$ cat src/rtl/piece_pkg.sv
//==============================================================================
// piece_pkg : shared piece types and constants for the piece queue
// Rev 1.0
//==============================================================================
`default_nettype none

package piece_pkg;

  typedef logic [2:0] piece_t;

  localparam piece_t PIECE_NONE = 3'd7;
  localparam int     NUM_PIECES = 7;
  localparam int     QDEPTH     = 4;

  typedef enum logic [0:0] {
    INIT  = 1'b0,
    READY = 1'b1
  } q_state_t;

endpackage

`default_nettype wire

$ cat src/rtl/piece_fifo.sv
//==============================================================================
// piece_fifo : circular buffer of pieces with indexed read of head, head+1, head+2
// Rev 1.0
//==============================================================================
`default_nettype none

module piece_fifo
  import piece_pkg::*;
#(
  parameter int DEPTH = QDEPTH,
  localparam int CW = $clog2(DEPTH + 1)
) (
  input  logic          clk,
  input  logic          rst,
  input  logic          push,
  input  logic          pop,
  input  piece_t        din,
  output logic [CW-1:0] count,
  output piece_t        head_data,
  output piece_t        head1_data,
  output piece_t        head2_data
);

  localparam int            PW   = $clog2(DEPTH);
  localparam logic [CW-1:0] FULL = CW'(DEPTH);

  piece_t        r_mem [DEPTH];
  logic [PW-1:0] r_head;
  logic [PW-1:0] r_tail;
  logic [CW-1:0] r_count;
  logic          w_do_pop;
  logic          w_do_push;
  piece_t        w_rd [3];

  // Offsets never reach DEPTH, so one conditional subtract is enough to wrap.
  function automatic logic [PW-1:0] wrap_add(input logic [PW-1:0] p, input int k);
    int s;
    s = int'(p) + k;
    if (s >= DEPTH) s = s - DEPTH;
    return PW'(s);
  endfunction

  assign w_do_pop  = pop && (r_count != '0);
  assign w_do_push = push && ((r_count != FULL) || w_do_pop);

  always_ff @(posedge clk) begin
    if (!rst) begin
      r_head  <= '0;
      r_tail  <= '0;
      r_count <= '0;
      for (int i = 0; i < DEPTH; i++) r_mem[i] <= PIECE_NONE;
    end else begin
      if (w_do_push) begin
        r_mem[r_tail] <= din;
        r_tail        <= wrap_add(r_tail, 1);
      end
      if (w_do_pop) r_head <= wrap_add(r_head, 1);
      if (w_do_push && !w_do_pop)      r_count <= r_count + CW'(1);
      else if (w_do_pop && !w_do_push) r_count <= r_count - CW'(1);
    end
  end

  for (genvar k = 0; k < 3; k++) begin : g_rd
    assign w_rd[k] = (r_count > CW'(k)) ? r_mem[wrap_add(r_head, k)] : PIECE_NONE;
  end

  assign count      = r_count;
  assign head_data  = w_rd[0];
  assign head1_data = w_rd[1];
  assign head2_data = w_rd[2];

endmodule

`default_nettype wire

$ cat src/rtl/piece_queue.sv
//==============================================================================
// piece_queue : primed upcoming-piece queue with invalid/repeat filtering
// Rev 1.0
//==============================================================================
`default_nettype none

module piece_queue
  import piece_pkg::*;
#(
  parameter int DEPTH = QDEPTH
) (
  input  logic       clk,
  input  logic       rst,
  input  logic [2:0] rand_piece,
  input  logic       take,
  output logic [2:0] next_piece,
  output logic       next_valid,
  output logic [2:0] preview_1,
  output logic [2:0] preview_2,
  output logic       underflow
);

  localparam int            CW   = $clog2(DEPTH + 1);
  localparam logic [CW-1:0] FULL = CW'(DEPTH);

  q_state_t      r_state;
  q_state_t      w_state_next;
  piece_t        r_last_pushed;
  logic          r_reroll_used;
  logic          r_underflow;
  logic [CW-1:0] w_count;
  logic          w_next_valid;
  logic          w_pop;
  logic          w_repeat;
  logic          w_cand_ok;
  logic          w_push;

  assign w_next_valid = (r_state == READY) && (w_count != '0);
  assign w_pop        = take && w_next_valid;
  assign w_repeat     = (rand_piece != PIECE_NONE) && (rand_piece == r_last_pushed);
  assign w_cand_ok    = (rand_piece != PIECE_NONE) && !(w_repeat && !r_reroll_used);
  assign w_push       = w_cand_ok && ((w_count != FULL) || w_pop);

  always_ff @(posedge clk) begin
    if (!rst) r_state <= INIT;
    else      r_state <= w_state_next;
  end

  // No pops happen while priming, so the post-edge count is count + push.
  always_comb begin
    w_state_next = r_state;
    case (r_state)
      INIT:    if ((w_count + CW'(w_push)) == FULL) w_state_next = READY;
      READY:   w_state_next = READY;
      default: w_state_next = INIT;
    endcase
  end

  always_ff @(posedge clk) begin
    if (!rst) begin
      r_last_pushed <= PIECE_NONE;
      r_reroll_used <= 1'b0;
      r_underflow   <= 1'b0;
    end else begin
      r_underflow <= take && !w_next_valid;
      if (w_push) begin
        r_last_pushed <= rand_piece;
        r_reroll_used <= 1'b0;
      end else if (w_repeat && !r_reroll_used) begin
        r_reroll_used <= 1'b1;
      end
    end
  end

  piece_fifo #(
    .DEPTH(DEPTH)
  ) u_fifo (
    .clk       (clk),
    .rst       (rst),
    .push      (w_push),
    .pop       (w_pop),
    .din       (rand_piece),
    .count     (w_count),
    .head_data (next_piece),
    .head1_data(preview_1),
    .head2_data(preview_2)
  );

  assign next_valid = w_next_valid;
  assign underflow  = r_underflow;

endmodule

`default_nettype wire

$ cat config.mk
export PLATFORM = sky130hd
export DESIGN_NAME = piece_queue
export DESIGN_NICKNAME = d
export VERILOG_FILES = /design/src/rtl/piece_pkg.sv /design/src/rtl/piece_fifo.sv /design/src/rtl/piece_queue.sv
export SDC_FILE = /design/constraint.sdc
export NUM_CORES = 1
export LEC_CHECK = 0
export CAP_MARGIN = 30
export CORE_UTILIZATION = 46
export DETAILED_ROUTE_END_ITERATION = 6
export PLACE_DENSITY_LB_ADDON = 0.08
export SETUP_SLACK_MARGIN = 0.02
export SYNTH_ARGS = -nofsm -noshare
export SYNTH_HDL_FRONTEND = slang
export SYNTH_SLANG_ARGS = --single-unit
export TNS_END_PERCENT = 100
$ cat constraint.sdc
create_clock -name clk -period 2.34 [get_ports clk]
set_input_delay 0.234 -clock clk [delete_from_list [all_inputs] [get_ports clk]]
set_output_delay 0.234 -clock clk [all_outputs]
set_load 0.02 [all_outputs]
==> reports/metrics.cfg, run 1 <==
[synth]
syn-mean-instance-area_um2=10.7
syn_inst=152
yosysWarnings=0
netlist.area_leader.share_pct=22.2
synth-seq-cells=27
synth_cell_types=38
synth_edf_count=12
synth_fp_nets=166
ys_seq_area_share_pct=40.7
synthTopCellsByArea=edfxtp_1, dfxtp_1, mux4_2
synth_ff_type=dfxtp_1
async_flop_share_pct=0
syn_area_mm2=0.00162
yosysTopAreaCell=edfxtp_1

[pwr]
ir_drop_uv=442
p_leak_nw=0.708
power_density_mw_per_mm2=856

[job]
drv_cap=0

[global_routing]
grt_overflow_total=0
first_global_vias=1118
grt_first_pass_wirelength_um=5240
track_usage_pct=19.3
grt_start_max_net_pins=15
antenna_found_initial=0

[detailed_routing]
vias=1224
drt_iter0_markers=38
first_pass_iters=4
drc=0
wl_per_cell_um=13.9
viasPerCell=5.30
totalWireLength_um=3220
ant_nets=0

[worst_setup_path]
startpoint=u_fifo.count[0]$_SDFFE_PN0P_
start_kind=flip-flop
cp.buffers_inverters=2
slowest_delay_ns=0.35
critical_path_class=flip-flop to flip-flop
worstPathArrival_ns=2.38
end_kind=flip-flop
crit_chain=inv_1 -> ha_1 -> and2_1 -> a21o_1 -> a21o_4 -> inv_4 -> ha_1 -> mux2i_1 -> or3_1 -> a21oi_1
cp_slowest_cell=dfxtp_1
cp_data_required_time_ns=2.60
cpLargestDelayFamily=compound AO/OA/AOI/OAI gates
r2r_start=u_fifo.count[0]$_SDFFE_PN0P_
crit_fanout=5
critPathMostFrequentCell=ha_1

[placement]
place_congestion=0.788
dp_slack_ns=-0.0163
port_buffers=16
dp_cells=227
place_hpwl_um=2650

[floorplan]
dieArea_mm2=0.00377
die_h_um=61.4
ios=17
initial_core_util_pct=48.3
core_area_mm2=0.00336
fp.dieW_um=61.4
rows=21

[cells_and_area]
fin_nets=200
layout.cells.non_filler=231
layout_common_cells=buf_4, nor2_1, dfxtp_1, edfxtp_1, nand2_1
area_growth_syn_to_layout_pct=21.8
n_fill_cell=337
antenna_cells=0
layout-drive-gt1-share_pct=26.5
final_common_cell=buf_4

[sta]
layout_setup_ws_ns=0.221
setup_viol=0
drv_slew=0
max_freq_ghz=0.472
fin_crit_sh_pct=90.5
hold_viol=0
fin_skew_ns=0.0165
rsz0062_at_grt=false
slew-limit-headroom_pct=71.1
fin_crit_ns=2.12
worst_slew_pin_slew_ns=0.432

[clocking]
clock_path_buffers=2
clock_latency_ns=0.32
cts_root_buffer=clkbuf_4
path_clk_slew_ns=0.14
cts.sinks=27
ctsHoldBuffers=0
ctsHtreeMaxLevel=1
cts_made_buffers=3
cts_tree=yes

[min_path]
hp-class=flip-flop to flip-flop
min-delay-start=r_last_pushed[2]$_SDFFE_PN1P_

[run_status]
status=finished clean

==> worst register-to-register path: stages, from the launching register on <==
cell	delay [ns]
dfxtp_1	0.35
inv_1	0.09
ha_1	0.22
and2_1	0.21
a21o_1	0.19
a21o_4	0.21
inv_4	0.05
ha_1	0.18
mux2i_1	0.10
or3_1	0.31
a21oi_1	0.13
==> cell families after synthesis <==
logic type               Yosys count  share of synthesized area (%)
multiplexers                      12                           14.3
XOR/XNOR                           7                           3.78
flip-flops                        27                           40.7
AO/OA/AOI/OAI                     26                           12.6
adder cells (fa/ha/maj)            8                           6.16
AND/OR/NAND/NOR                   58                           18.6
buffers and inverters             14                           3.93
==> metal layers <==
layer  global-route usage [%]  share of wire, %  vias to the layer above
li1                         -                 -                      625
met1                     24.8                46                      581
met2                     33.7                51                       16
met3                     3.15               2.2                        2
met4                     5.71              0.59                        0
met5                        0                 0                        -
==> timing repair <==
action | in CTS | in global routing
gates cloned | 0 | 0
resized for setup | 10 | 2
buffers inserted | 0 | 0
setup endpoints to repair | 9 | 2
pin swaps | 0 | 0
==> where the power goes <==
| group | leakage, nW | switching [mW] | internal (mW) | total (mW) |
|---|---|---|---|---|
| Combinational | 0.475 | 0.415 | 0.389 | 0.805 |
| Clock | 0.0150 | 0.127 | 0.0666 | 0.194 |
| Sequential | 0.218 | 0.101 | 0.595 | 0.696 |
| Total | 0.708 | 0.643 | 1.05 | 1.69 |
==> sequential cells by signal, indices dropped and copies added, names as in the netlist, named ones only <==
| register | cells |
|---|---|
| u_fifo.r_head | 2 |
| u_fifo.r_tail | 2 |
| r_last_pushed | 3 |
| underflow | 1 |
| r_state | 1 |
| u_fifo.count | 3 |
| r_reroll_used | 1 |
| u_fifo.r_mem | 12 |
==> synthesized netlist by cell type (all sizes together), types with 4 or more instances <==
cell     n
and2     4
dfxtp   15
nand3    9
or2      9
xor2     7
mux4     9
nand2   10
edfxtp  12
nor2    14
clkbuf   4
inv      8
a21oi    8
ha       8
==> per-stage QoR <==
| step | TNS, ns | instance area [um^2] | hold slack (ns) | utilization [%] | total power, mW |
|---|---|---|---|---|---|
| global route | 0 | 1980 | 0.531 | 58.8 | 1.83 |
| finish | 0 | 1980 | 0.508 | 58.8 | 1.69 |
| floorplan | 0 | 1620 | 0.348 | - | 1.22 |
| detailed placement | -0.0163 | 1950 | 0.492 | 58.1 | 1.53 |
| global placement | 0 | 1950 | 0.471 | 58.1 | 1.50 |
| CTS | 0 | 1970 | 0.510 | 58.7 | 1.71 |
==> final cells by class <==
cell class              instances  area [um^2]  share of cell area, %
clock buffers                   4         26.3                   1.33
repair buffers                 35          298                   15.1
inverters                       8         32.5                   1.64
multi-input cells             111          900                   45.5
flip-flops and latches         27          664                   33.6
well taps                      46         57.6                   2.91
==> worst paths after layout <==
| check | end | slack, ns | cells past startpoint |
|---|---|---|---|
| max | u_fifo.count[2]$_SDFFE_PN0P_ | 0.22 | 10 |
| min | r_last_pushed[2]$_SDFFE_PN1P_ | 0.51 | 2 |
| max reg2reg | u_fifo.count[2]$_SDFFE_PN0P_ | 0.22 | 10 |
| min reg2reg | r_last_pushed[2]$_SDFFE_PN1P_ | 0.51 | 2 |
Note: power is estimated with default switching activity, not from simulation.
==> run 2: changes to the inputs <==
--- a/config.mk
+++ b/config.mk
@@ -5,6 +5,7 @@
 export SDC_FILE = /design/constraint.sdc
 export NUM_CORES = 1
 export LEC_CHECK = 0
+export ABC_AREA = 1
 export CAP_MARGIN = 30
 export CORE_UTILIZATION = 46
 export DETAILED_ROUTE_END_ITERATION = 6
==> reports/metrics.cfg, run 2 <==
[sta]
fin_crit_sh_pct=95.0
hold-worst-slack_ns=0.482
rsz0062_at_grt=false
hold_viol=0
slew-limit-headroom_pct=76.9
fin_skew_ns=0.00469
fin_setup_tns_ns=0
max_freq_ghz=0.450
worst_slew_pin_slew_ns=0.346
drv_slew=0
setup_viol=0
fin_crit_ns=2.22
layout_setup_ws_ns=0.116

[pwr]
p_total_mw=1.71
p_leak_nw=0.831
power_density_mw_per_mm2=911
ir_drop_uv=447

[global_routing]
grt_first_pass_wirelength_um=5750
first_global_vias=1292
track_usage_pct=20.8
antenna_found_initial=0
grt_overflow_total=0
grt_start_max_net_pins=16

[worst_setup_path]
cp.buffers_inverters=2
end_kind=output port
critical_path_class=flip-flop to output port
slowest_delay_ns=0.62
crit_fanout=13
cpLargestDelayFamily=buffers and inverters
cp_slowest_cell=clkdlybuf4s50_1
worstPathArrival_ns=1.99
start_kind=flip-flop
critPathMostFrequentCell=o21ai_0
cp_data_required_time_ns=2.11
crit_chain=inv_1 -> o21ai_0 -> a21oi_1 -> o21ai_0 -> clkdlybuf4s50_1

[detailed_routing]
first_pass_iters=4
viasPerCell=5.27
totalWireLength_um=3480
vias=1450
wl_per_cell_um=12.6
ant_nets=0
drt_iter0_markers=71
drc=0

[clocking]
clock_latency_ns=0.32
ctsHtreeMaxLevel=1
cts_root_buffer=clkbuf_4
cts_setup_buffers=0
cts_tree=yes
ctsHoldBuffers=0
clock_path_buffers=2
post_cts_resized=6
cts_made_buffers=3
cts.sinks=27
path_clk_slew_ns=0.15

[floorplan]
die_h_um=61.4
ios=17
initial_core_util_pct=48.3
core_area_mm2=0.00336
dieArea_mm2=0.00377
rows=21
fp.dieW_um=61.4

[cells_and_area]
layout_common_cells=nand2_1, inv_1, o21ai_0, nor2_1, a21oi_1
area_growth_syn_to_layout_pct=15.3
postLayoutCellArea_mm2=0.00187
layout-drive-gt1-share_pct=14.0
antenna_cells=0
fin_nets=244
largest_register_ff_count=12
largest_register=u_fifo.r_mem
final_util_pct=55.7
final_common_cell=nand2_1
layout.cells.non_filler=275

[synth]
syn_inst=212
synth.most_common_cell=nand2_1
async_flop_share_pct=0
synth_commonest_cells=nand2_1, inv_1, o21ai_0
syn-mean-instance-area_um2=7.67
synthTopCellsByArea=edfxtp_1, dfxtp_1, nand2_1
ys_seq_area_share_pct=40.6
netlist.area_leader.share_pct=22.2
yosysTopAreaCell=edfxtp_1
synth_cell_types=26
synth_ff_type=dfxtp_1
synth_fp_nets=226
syn_area_mm2=0.00163
synth_edf_count=12
yosysWarnings=0
synth-seq-cells=27

[placement]
dp_slack_ns=0.0605
place_congestion=0.874
postPlaceCellArea_mm2=0.00184
dp_cells=271
port_buffers=16
place_hpwl_um=2730

[min_path]
hp-class=flip-flop to flip-flop

[run_status]
status=finished clean

[job]
drv_cap=0

run 2: kinds of logic (layout without fill, tap and decap cells):
kind of cell / after synthesis / count (layout) / share of synthesized area (%)
AOI/OAI and AO/OA: 50 / 50 / 17.4
buffers and inverters: 37 / 54 / 8.54
adders and majority gates: 8 / 8 / 6.16
and+or+nand+nor: 88 / 88 / 26.2
DFF: 27 / 27 / 40.6
xor gates and xnor gates: 2 / 2 / 1.08
run 2: power breakdown:
part | switching (mW) | total (mW) | internal (mW)
registers | 0.0813 | 0.688 | 0.607
clock network | 0.138 | 0.202 | 0.0640
logic | 0.521 | 0.817 | 0.295
total | 0.741 | 1.71 | 0.967
run 2: layout make-up:
class | count | area (um^2)
multi-input cells | 148 | 830
fillers | 355 | 1490
clock buffers | 3 | 22.5
clock inverters | 1 | 5.00
repair buffers | 17 | 169
flip-flops and latches | 27 | 667
inverters | 33 | 124
well taps | 46 | 57.6
run 2: metal layers:
layer | routed length, um | vias to the layer above | track usage, %
li1 | - | 734 | -
met1 | 1600 | 675 | 28.4
met3 | 133 | 6 | 3.36
met2 | 1690 | 35 | 33.4
met5 | 0 | - | 0
met4 | 59 | 0 | 7.62
run 2: tightest hold or removal path, stage by stage, from the launching register on:
cell and delay (ns):
dfxtp_1 0.35, nand2_1 0.06, nand2_1 0.04
run 2: worst paths after layout:
check,cells after the start,from,end,slack [ns]
setup / recovery,5,u_fifo.r_head[0]$_SDFFE_PN0P_,preview_2[0],0.12
hold / removal,2,u_fifo.r_tail[1]$_SDFFE_PN0P_,u_fifo.r_tail[1]$_SDFFE_PN0P_,0.48
setup reg to reg,12,u_fifo.count[0]$_SDFFE_PN0P_,u_fifo.count[2]$_SDFFE_PN0P_,0.24
hold reg to reg,2,u_fifo.r_tail[1]$_SDFFE_PN0P_,u_fifo.r_tail[1]$_SDFFE_PN0P_,0.48
==> run 3: changes to the inputs <==
--- a/config.mk
+++ b/config.mk
@@ -10,7 +10,6 @@
 export CORE_UTILIZATION = 46
 export DETAILED_ROUTE_END_ITERATION = 6
 export PLACE_DENSITY_LB_ADDON = 0.08
-export SETUP_SLACK_MARGIN = 0.02
 export SYNTH_ARGS = -nofsm -noshare
 export SYNTH_HDL_FRONTEND = slang
 export SYNTH_SLANG_ARGS = --single-unit
==> reports/metrics.cfg, run 3 (synthesis results as in run 2) <==
[cells_and_area]
largest_register=u_fifo.r_mem
final_common_cell=nand2_1
antenna_cells=0
fin_nets=244
final_util_pct=55.9
postLayoutCellArea_mm2=0.00188
multi_input_area_um2=830
area_growth_syn_to_layout_pct=15.6
largest_register_ff_count=12
n_fill_cell=353
layout_common_cells=nand2_1, inv_1, o21ai_0, nor2_1, a21oi_1
ff_latch_area_um2=667
layout-drive-gt1-share_pct=14.0

[sta]
drv_slew=0
rsz0062_at_grt=false
hold-worst-slack_ns=0.483
worst_slew_pin_slew_ns=0.347
max_freq_ghz=0.450
slew-limit-headroom_pct=76.8
setup_viol=0
fin_crit_sh_pct=95.0
layout_setup_ws_ns=0.116
fin_skew_ns=0.00455
hold_viol=0
fin_crit_ns=2.22
fin_setup_tns_ns=0

[clocking]
cts_tree=yes
ctsHtreeMaxLevel=1
cts.sinks=27
post_cts_resized=4
clock_path_buffers=2
clock_latency_ns=0.32
path_clk_slew_ns=0.15
cts_setup_buffers=0
ctsHoldBuffers=0
cts_made_buffers=3
cts_root_buffer=clkbuf_4

[floorplan]
dieArea_mm2=0.00377
ios=17
die_h_um=61.4
initial_core_util_pct=48.3
fp.dieW_um=61.4
core_area_mm2=0.00336
rows=21

[worst_setup_path]
worstPathArrival_ns=1.99
cp_data_required_time_ns=2.11
critical_path_class=flip-flop to output port
start_kind=flip-flop
crit_fanout=13
end_kind=output port

[placement]
postPlaceCellArea_mm2=0.00184
place_hpwl_um=2730
port_buffers=16
dp_slack_ns=0.0605
place_congestion=0.874

[global_routing]
grt_first_pass_wirelength_um=5750
first_global_vias=1292
antenna_found_initial=0
grt_start_max_net_pins=16
grt_overflow_total=0
track_usage_pct=20.8

[pwr]
p_leak_nw=0.817
power_density_mw_per_mm2=910
ir_drop_uv=447

[detailed_routing]
ant_nets=0
drc=0
first_pass_iters=4
totalWireLength_um=3480
viasPerCell=5.25
vias=1445
wl_per_cell_um=12.6
drt_iter0_markers=91

[job]
drv_cap=0

[min_path]
hp-class=flip-flop to flip-flop

[run_status]
status=finished clean

[run 3: cell type report]
class                      count  share of cell area [%]
clock buffer                   3                    1.20
clock inverter                 1                   0.266
inverter                      33                    6.59
multi-input combinational    148                    44.1
sequential                    27                    35.5
tap                           46                    3.06
timing repair buffer          17                    9.25
[run 3: power by group]
part           switching [mW]  leakage, nW  internal [mW]
clock                   0.138       0.0177         0.0640
combinational           0.522        0.583          0.298
sequential             0.0812        0.217          0.607
[run 3: through the flow]
step	total power, mW	cells
final	1.71	275
after global routing	1.87	275
after global placement	1.48	271
after CTS	1.72	275
after detailed placement	1.51	271
after floorplan	1.28	212
[run 3: final timing paths]
| check | start | slack [ns] | endpoint | cells after the start |
|---|---|---|---|---|
| min | u_fifo.r_tail[1]$_SDFFE_PN0P_ | 0.48 | u_fifo.r_tail[1]$_SDFFE_PN0P_ | 2 |
| max | u_fifo.r_head[0]$_SDFFE_PN0P_ | 0.12 | preview_2[0] | 5 |
| min reg2reg | u_fifo.r_tail[1]$_SDFFE_PN0P_ | 0.48 | u_fifo.r_tail[1]$_SDFFE_PN0P_ | 2 |
| max reg2reg | u_fifo.count[0]$_SDFFE_PN0P_ | 0.24 | u_fifo.count[2]$_SDFFE_PN0P_ | 12 |
[run 3: worst max-delay path, stage by stage (launching register included)]
cell             delay [ns]
dfxtp_4                0.45
inv_1                  0.16
o21ai_0                0.21
a21oi_1                0.07
o21ai_0                0.16
clkdlybuf4s50_1        0.62
[run 3: per-layer routing]
layer | track usage, % | wire length [um] | vias up
met5 | 0 | 0 | -
met4 | 7.62 | 59 | 0
met3 | 3.36 | 123 | 6
met2 | 33.4 | 1690 | 32
met1 | 28.4 | 1610 | 672
li1 | - | - | 735
